[config.mk]
export PLATFORM = sky130hd
export DESIGN_NAME = pipe_hazard_ctrl
export DESIGN_NICKNAME = d
export VERILOG_FILES = /design/src/rtl/pipe_hazard_ctrl.sv
export SDC_FILE = /design/constraint.sdc
export NUM_CORES = 1
export LEC_CHECK = 0
export CORE_UTILIZATION = 33
export CTS_CLUSTER_SIZE = 24
export DETAILED_ROUTE_END_ITERATION = 8
export GPL_TIMING_DRIVEN = 0
export PLACE_DENSITY = 0.83
export SETUP_SLACK_MARGIN = 0.1
export SLEW_MARGIN = 30
export SYNTH_ARGS = -nofsm -noshare
export SYNTH_HDL_FRONTEND = slang
export SYNTH_SLANG_ARGS = --single-unit
[constraint.sdc]
create_clock -name clk -period 2.1 [get_ports clk]
set_input_delay 0.21 -clock clk [delete_from_list [all_inputs] [get_ports clk]]
set_output_delay 0.21 -clock clk [all_outputs]
set_load 0.01 [all_outputs]
[src/rtl/pipe_hazard_ctrl.sv]
// Backward hazard control for the 5-stage pipeline: stall/bubble/flush, operand forwarding,
// and a data-memory wait FSM with timeout. Optional perf counters under HAZ_PERF_CNT_EN.
module pipe_hazard_ctrl #(
    parameter int unsigned MEM_TIMEOUT = 16,
    parameter int unsigned CNT_W       = 8
) (
    input  logic        clk,
    input  logic        reset,
    input  logic [4:0]  ifid_rs,
    input  logic [4:0]  ifid_rt,
    input  logic        ifid_uses_rt,
    input  logic [4:0]  idex_rs,
    input  logic [4:0]  idex_rt,
    input  logic        idex_MemRead,
    input  logic [4:0]  idex_wr,
    input  logic        exmem_RegWrite,
    input  logic [4:0]  exmem_wr,
    input  logic        exmem_mem_access,
    input  logic        memwb_RegWrite,
    input  logic [4:0]  memwb_wr,
    input  logic        mem_ready,
    input  logic        ex_redirect,
    input  logic        id_jump,
    input  logic        perf_clr,
    output logic        stall_pc,
    output logic        stall_ifid,
    output logic        stall_idex,
    output logic        stall_exmem,
    output logic        bubble_idex,
    output logic        bubble_memwb,
    output logic        flush_ifid,
    output logic [1:0]  fwd_a,
    output logic [1:0]  fwd_b,
    output logic        mem_err,
    output logic [1:0]  hz_state,
    output logic [31:0] stall_cycles,
    output logic [31:0] flush_cycles
);

    localparam int unsigned PERF_W = 32;

    typedef enum logic [1:0] {
        RUN      = 2'b00,
        MEM_WAIT = 2'b01,
        ERR      = 2'b10,
        ILLEGAL  = 2'b11
    } hzState_t;

    hzState_t          state;
    hzState_t          stateNext;
    logic [CNT_W-1:0]  waitCnt;
    logic [CNT_W-1:0]  waitCntNext;

    logic stallPc, stallIfid, stallIdex, stallExmem;
    logic bubbleIdex, bubbleMemwb, flushIfid, memErr;
    logic [1:0] fwdA, fwdB;
    logic loadUse, memStall;

    assign memStall = exmem_mem_access && !mem_ready;
    assign loadUse  = idex_MemRead && (idex_wr != 5'd0) &&
                      ((idex_wr == ifid_rs) || (ifid_uses_rt && (idex_wr == ifid_rt)));

    // Forwarding: the younger MEM-stage writer wins over WB; r0 never forwards
    always_comb begin
        fwdA = 2'b00;
        fwdB = 2'b00;
        if (exmem_RegWrite && (exmem_wr != 5'd0) && (exmem_wr == idex_rs))
            fwdA = 2'b10;
        else if (memwb_RegWrite && (memwb_wr != 5'd0) && (memwb_wr == idex_rs))
            fwdA = 2'b01;
        if (exmem_RegWrite && (exmem_wr != 5'd0) && (exmem_wr == idex_rt))
            fwdB = 2'b10;
        else if (memwb_RegWrite && (memwb_wr != 5'd0) && (memwb_wr == idex_rt))
            fwdB = 2'b01;
    end

    always_ff @(posedge clk or posedge reset) begin
        if (reset) begin
            state   <= RUN;
            waitCnt <= '0;
        end else begin
            state   <= stateNext;
            waitCnt <= waitCntNext;
        end
    end

    always_comb begin
        stateNext   = state;
        waitCntNext = waitCnt;
        stallPc     = 1'b0;
        stallIfid   = 1'b0;
        stallIdex   = 1'b0;
        stallExmem  = 1'b0;
        bubbleIdex  = 1'b0;
        bubbleMemwb = 1'b0;
        flushIfid   = 1'b0;
        memErr      = 1'b0;
        case (state)
            RUN: begin
                if (memStall) begin
                    {stallPc, stallIfid, stallIdex, stallExmem, bubbleMemwb} = 5'b11111;
                    stateNext   = MEM_WAIT;
                    waitCntNext = CNT_W'(1);
                end else if (ex_redirect) begin
                    flushIfid  = 1'b1;
                    bubbleIdex = 1'b1;
                end else if (loadUse) begin
                    stallPc    = 1'b1;
                    stallIfid  = 1'b1;
                    bubbleIdex = 1'b1;
                end else if (id_jump) begin
                    flushIfid = 1'b1;
                end
            end
            MEM_WAIT: begin
                // Younger hazards are frozen in place and re-evaluated once back in RUN
                if (!mem_ready) begin
                    {stallPc, stallIfid, stallIdex, stallExmem, bubbleMemwb} = 5'b11111;
                    if (waitCnt >= CNT_W'(MEM_TIMEOUT)) begin
                        stateNext = ERR;
                    end else begin
                        waitCntNext = waitCnt + CNT_W'(1);
                    end
                end else begin
                    stateNext   = RUN;
                    waitCntNext = '0;
                end
            end
            ERR: begin
                memErr      = 1'b1;
                flushIfid   = 1'b1;
                bubbleIdex  = 1'b1;
                stateNext   = RUN;
                waitCntNext = '0;
            end
            default: begin
                stateNext   = RUN;
                waitCntNext = '0;
            end
        endcase
    end

    // Controls are forced quiet while reset is held
    assign stall_pc     = !reset && stallPc;
    assign stall_ifid   = !reset && stallIfid;
    assign stall_idex   = !reset && stallIdex;
    assign stall_exmem  = !reset && stallExmem;
    assign bubble_idex  = !reset && bubbleIdex;
    assign bubble_memwb = !reset && bubbleMemwb;
    assign flush_ifid   = !reset && flushIfid;
    assign mem_err      = !reset && memErr;
    assign fwd_a        = reset ? 2'b00 : fwdA;
    assign fwd_b        = reset ? 2'b00 : fwdB;
    assign hz_state     = state;

`ifdef HAZ_PERF_CNT_EN
    logic [PERF_W-1:0] stallCnt;
    logic [PERF_W-1:0] flushCnt;

    // Saturating event counters; clear wins over increment
    always_ff @(posedge clk or posedge reset) begin
        if (reset) begin
            stallCnt <= '0;
            flushCnt <= '0;
        end else if (perf_clr) begin
            stallCnt <= '0;
            flushCnt <= '0;
        end else begin
            if (stall_pc && (stallCnt != '1))
                stallCnt <= stallCnt + PERF_W'(1);
            if (flush_ifid && (flushCnt != '1))
                flushCnt <= flushCnt + PERF_W'(1);
        end
    end

    assign stall_cycles = stallCnt;
    assign flush_cycles = flushCnt;
`else
    logic unusedPerfClr;
    assign unusedPerfClr = perf_clr;
    assign stall_cycles  = PERF_W'(0);
    assign flush_cycles  = PERF_W'(0);
`endif

endmodule

==> PnR_summary.wiki, run 1 <==
{| class="wikitable"
! Metric !! Value
|-
| Largest net degree at the start of global routing || 11
|-
| Timing-limited maximum frequency || 0.487 GHz
|-
| Endpoint of the most critical register-to-register path || waitCnt[3]
|-
| Cell row count || 24
|-
| Top Ports || 124
|-
| Inst Count DP || 357
|-
| Gate power share || 0.520
|-
| Min-delay worst type || in -> async
|-
| Hold buffers post-CTS || 0
|-
| Total gr overflow || 0
|-
| Clock tree root buffer cell || sky130_fd_sc_hd__clkbuf_8
|-
| Peak supply drop || 0.211 mV
|-
| Max_cap viols || 0
|-
| Worst Path Arrival || 1.84 ns
|-
| Clock network power share || 0.230
|-
| Final weighted congestion of routability-driven global placement || 0.823
|-
| Mean cell area of the mapped netlist || 8.16 um2
|-
| Clock-pin slew reported for the worst setup and hold paths after clock tree synthesis || 0.05 ns
|-
| Aggregate global-route resource usage || 0.139
|-
| Worst clock skew on the final layout || 0.00669 ns
|-
| Flop pwr share || 0.250
|-
| Buffers added on ports || 58
|-
| Post-detailed-route DRC marker count || 0
|-
| Met2 usage in global routing || 0.268
|-
| Via density || 4.01
|-
| TritonCTS clock tree || yes
|-
| Detailed Route WL || 3780 um
|-
| Crit Path Category || reg -> out
|-
| Post-layout util || 0.596
|-
| Initial core utilization || 0.345
|-
| Unique masters post-synth || 36
|-
| Crit path capture type || output port
|-
| Worst-case register-to-register setup slack || 0.26 ns
|-
| Post-route worst hold slack || 0.306 ns
|-
| Clock latency on the worst-skew pair || 0.23 ns
|-
| Count of TritonRoute iterations in the first routing pass || 4
|-
| Overall die height || 69.5 um
|-
| Outcome || completed
|-
| Final Max Tran Viols || 0
|-
| Gate count after technology mapping || 184
|-
| H-tree lvl count || 1
|-
| FF+latch count, synth || 10
|-
| Total power || 846 uW
|-
| Detailed router's first-iteration violation count || 56
|-
| Worst-path maximum fanout || 3
|-
| Number of antenna-violating nets in the routed design || 0
|-
| Critical path launch point type || flop
|-
| Data required time of the worst path || 1.89 ns
|-
| Number of buffers added by the clock tree synthesis step || 3
|-
| Maximum buffer depth of the clock tree || 2
|-
| CORE AREA || 0.00435 mm2
|-
| Number of cell instances on the worst register-to-register path || 6
|-
| Seq/Total Area, Yosys || 0.167
|-
| Most frequent cells in the layout || sky130_fd_sc_hd__buf_4, sky130_fd_sc_hd__conb_1, sky130_fd_sc_hd__clkdlybuf4s50_1
|-
| Net switching power || 277 uW
|-
| Per-cell routed wire length || 10.2 um
|-
| Final count of negative-setup-slack endpoints || 0
|-
| Wire length of the first global-routing pass || 5460 um
|-
| Diodes inserted || 0
|-
| Number of vias in the routed layout || 1482
|-
| Most heavily used metal layer in global routing || met2
|-
| Post-Synthesis Cell Area || 0.00150 mm2
|-
| X dimension of the die || 69.5 um
|-
| Warnings, synthesis || 0
|-
| Global-route met1 utilization || 0.150
|-
| Number of global-route vias before repair || 1246
|-
| Initial antenna violation count || 0
|-
| Number of inserted filler cells in the final layout || 391
|-
| DIE AREA || 0.00482 mm2
|-
| Post-layout min period || 2.05 ns
|-
| Switching part of the total || 0.327
|-
| Static Leak || 1.40 nW
|-
| Hold violation total from the final report || 0
|-
| Fin crit share || 0.977
|-
| RSZ-0062 raised after global routing || yes
|-
| Final Non-Filler Cells || 370
|-
| Routing usage on met3 || 0.0305
|-
| DP Wirelength || 2970 um
|-
| Area delta synth->final || 72.9%
|-
| Startpoint of the lowest-slack register-to-register path || hz_state[1]
|-
| Final net count || 368
|-
| Clock sinks || 10
|-
| Power density over cell area || 326 mW/mm2
|-
| P_int || 569 uW
|-
| Share of post-route cells with drive strength above 1 || 0.340
|-
| Most frequent standard cell in the layout excluding fill and tap cells || sky130_fd_sc_hd__buf_4
|}
-- cell usage after synthesis, drive strengths merged --
library cell | count | area (um2)
nor2 | 4 | 15.0
xnor2 | 11 | 96.3
a211oi | 1 | 7.51
a32oi | 1 | 8.76
or2 | 1 | 6.26
nor2b | 2 | 12.5
o21a | 2 | 15.0
xor2 | 19 | 166
o211ai | 1 | 7.51
dfrtp | 10 | 250
a21o | 2 | 15.0
o21ai | 8 | 43.8
nand3 | 4 | 20.0
nor4 | 7 | 71.3
a21oi | 4 | 20.0
or3 | 3 | 18.8
o32a | 1 | 10.0
o21bai | 1 | 7.51
clkbuf | 1 | 3.75
nor3 | 4 | 20.0
and2 | 3 | 18.8
ha | 2 | 25.0
inv | 3 | 11.3
conb | 1 | 3.75
nand2 | 8 | 30.0
nand2b | 3 | 18.8
or4 | 5 | 37.5
nor3b | 1 | 7.51
buf | 68 | 508
nand4 | 1 | 6.26
mux2i | 1 | 10.0
or3b | 1 | 8.76
-- what timing repair did --
action / in CTS / in global routing
gates resized for setup: 60 / 16
setup buffers: 9 / 1
setup endpoints to repair: 12 / 9
pin swaps: 8 / 3
cloned: 0 / 0
-- final cells by class --
| class | instances | area, um2 | area share |
|---|---|---|---|
| Buffer | 69 | 532 | 0.205 |
| Tap cell | 52 | 65.1 | 0.0251 |
| Multi-Input combinational cell | 165 | 1060 | 0.409 |
| Sequential cell | 10 | 250 | 0.0964 |
| Timing Repair Buffer | 68 | 631 | 0.243 |
| Inverter | 3 | 15.0 | 0.00578 |
| Clock buffer | 3 | 41.3 | 0.0159 |
-- per-stage QoR --
step	area [um2]	TNS [ns]	setup slack, ns
2_1_floorplan	1740	0	0.170
3_3_place_gp	2380	-3.38	-0.724
3_5_place_dp	2380	-3.83	-0.781
4_1_cts	2520	0	0.0298
5_1_grt	2600	-0.00929	-0.00929
6_report	2600	0	0.0473
-- worst max-delay path by stage --
| stage | from | endpoint | depth (start not counted) |
|---|---|---|---|
| after floorplan | hz_state[0] | stall_pc | 5 |
| after global placement | reset | fwd_a[0] | 6 |
| after detailed placement | reset | fwd_a[0] | 6 |
| final | hz_state[0] | stall_pc | 6 |
| after global routing | hz_state[0] | stall_pc | 6 |
| after CTS | hz_state[0] | stall_pc | 6 |
-- per-layer routing --
metal | routed length [um] | part of all wire
met1 | 1340 | 0.35
met2 | 2040 | 0.54
met3 | 320 | 0.085
met5 | 0 | 0
met4 | 81 | 0.021
-- critical path, cell delays in order, from the launching register on --
cell	delay, ns
sky130_fd_sc_hd__dfrtp_1	0.39
sky130_fd_sc_hd__clkbuf_8	0.15
sky130_fd_sc_hd__or3_4	0.38
sky130_fd_sc_hd__or3_4	0.35
sky130_fd_sc_hd__o21bai_4	0.14
sky130_fd_sc_hd__buf_6	0.11
sky130_fd_sc_hd__buf_6	0.09
-- power groups by stage --
stage	Clock (mW)	Combinational (mW)	Sequential, mW
finish	0.194	0.440	0.212
global route	0.207	0.476	0.213
CTS	0.198	0.419	0.211
detailed placement	0	0.398	0.214
global placement	0	0.389	0.214
floorplan	0	0.252	0.213
-- state kept, by name, indices dropped and copies added (netlist names) --
register	flops
waitCnt	8
hz_state	2
-- kinds of logic (layout without fill, tap and decap cells) --
kind of cell               count (synthesis)  in the layout  share of synthesized area
AOI/OAI and AO/OA                         21             21                     0.0900
xor gates and xnor gates                  30             30                      0.175
adders and majority gates                  2              2                     0.0167
buffers and inverters                     72            143                      0.348
DFF                                       10             10                      0.167
muxes                                      1              1                    0.00667
other                                      1             64                    0.00250
and+or+nand+nor                           47             47                      0.194
Note: power is estimated with default switching activity, not from simulation.
==> inputs of run 2 (changes only) <==
--- a/config.mk
+++ b/config.mk
@@ -6,6 +6,7 @@
 export NUM_CORES = 1
 export LEC_CHECK = 0
 export CORE_UTILIZATION = 33
+export CTS_CLUSTER_DIAMETER = 200
 export CTS_CLUSTER_SIZE = 24
 export DETAILED_ROUTE_END_ITERATION = 8
 export GPL_TIMING_DRIVEN = 0
==> results of run 2 <==
Final layout, timing and power as in run 1 (identical DEF).
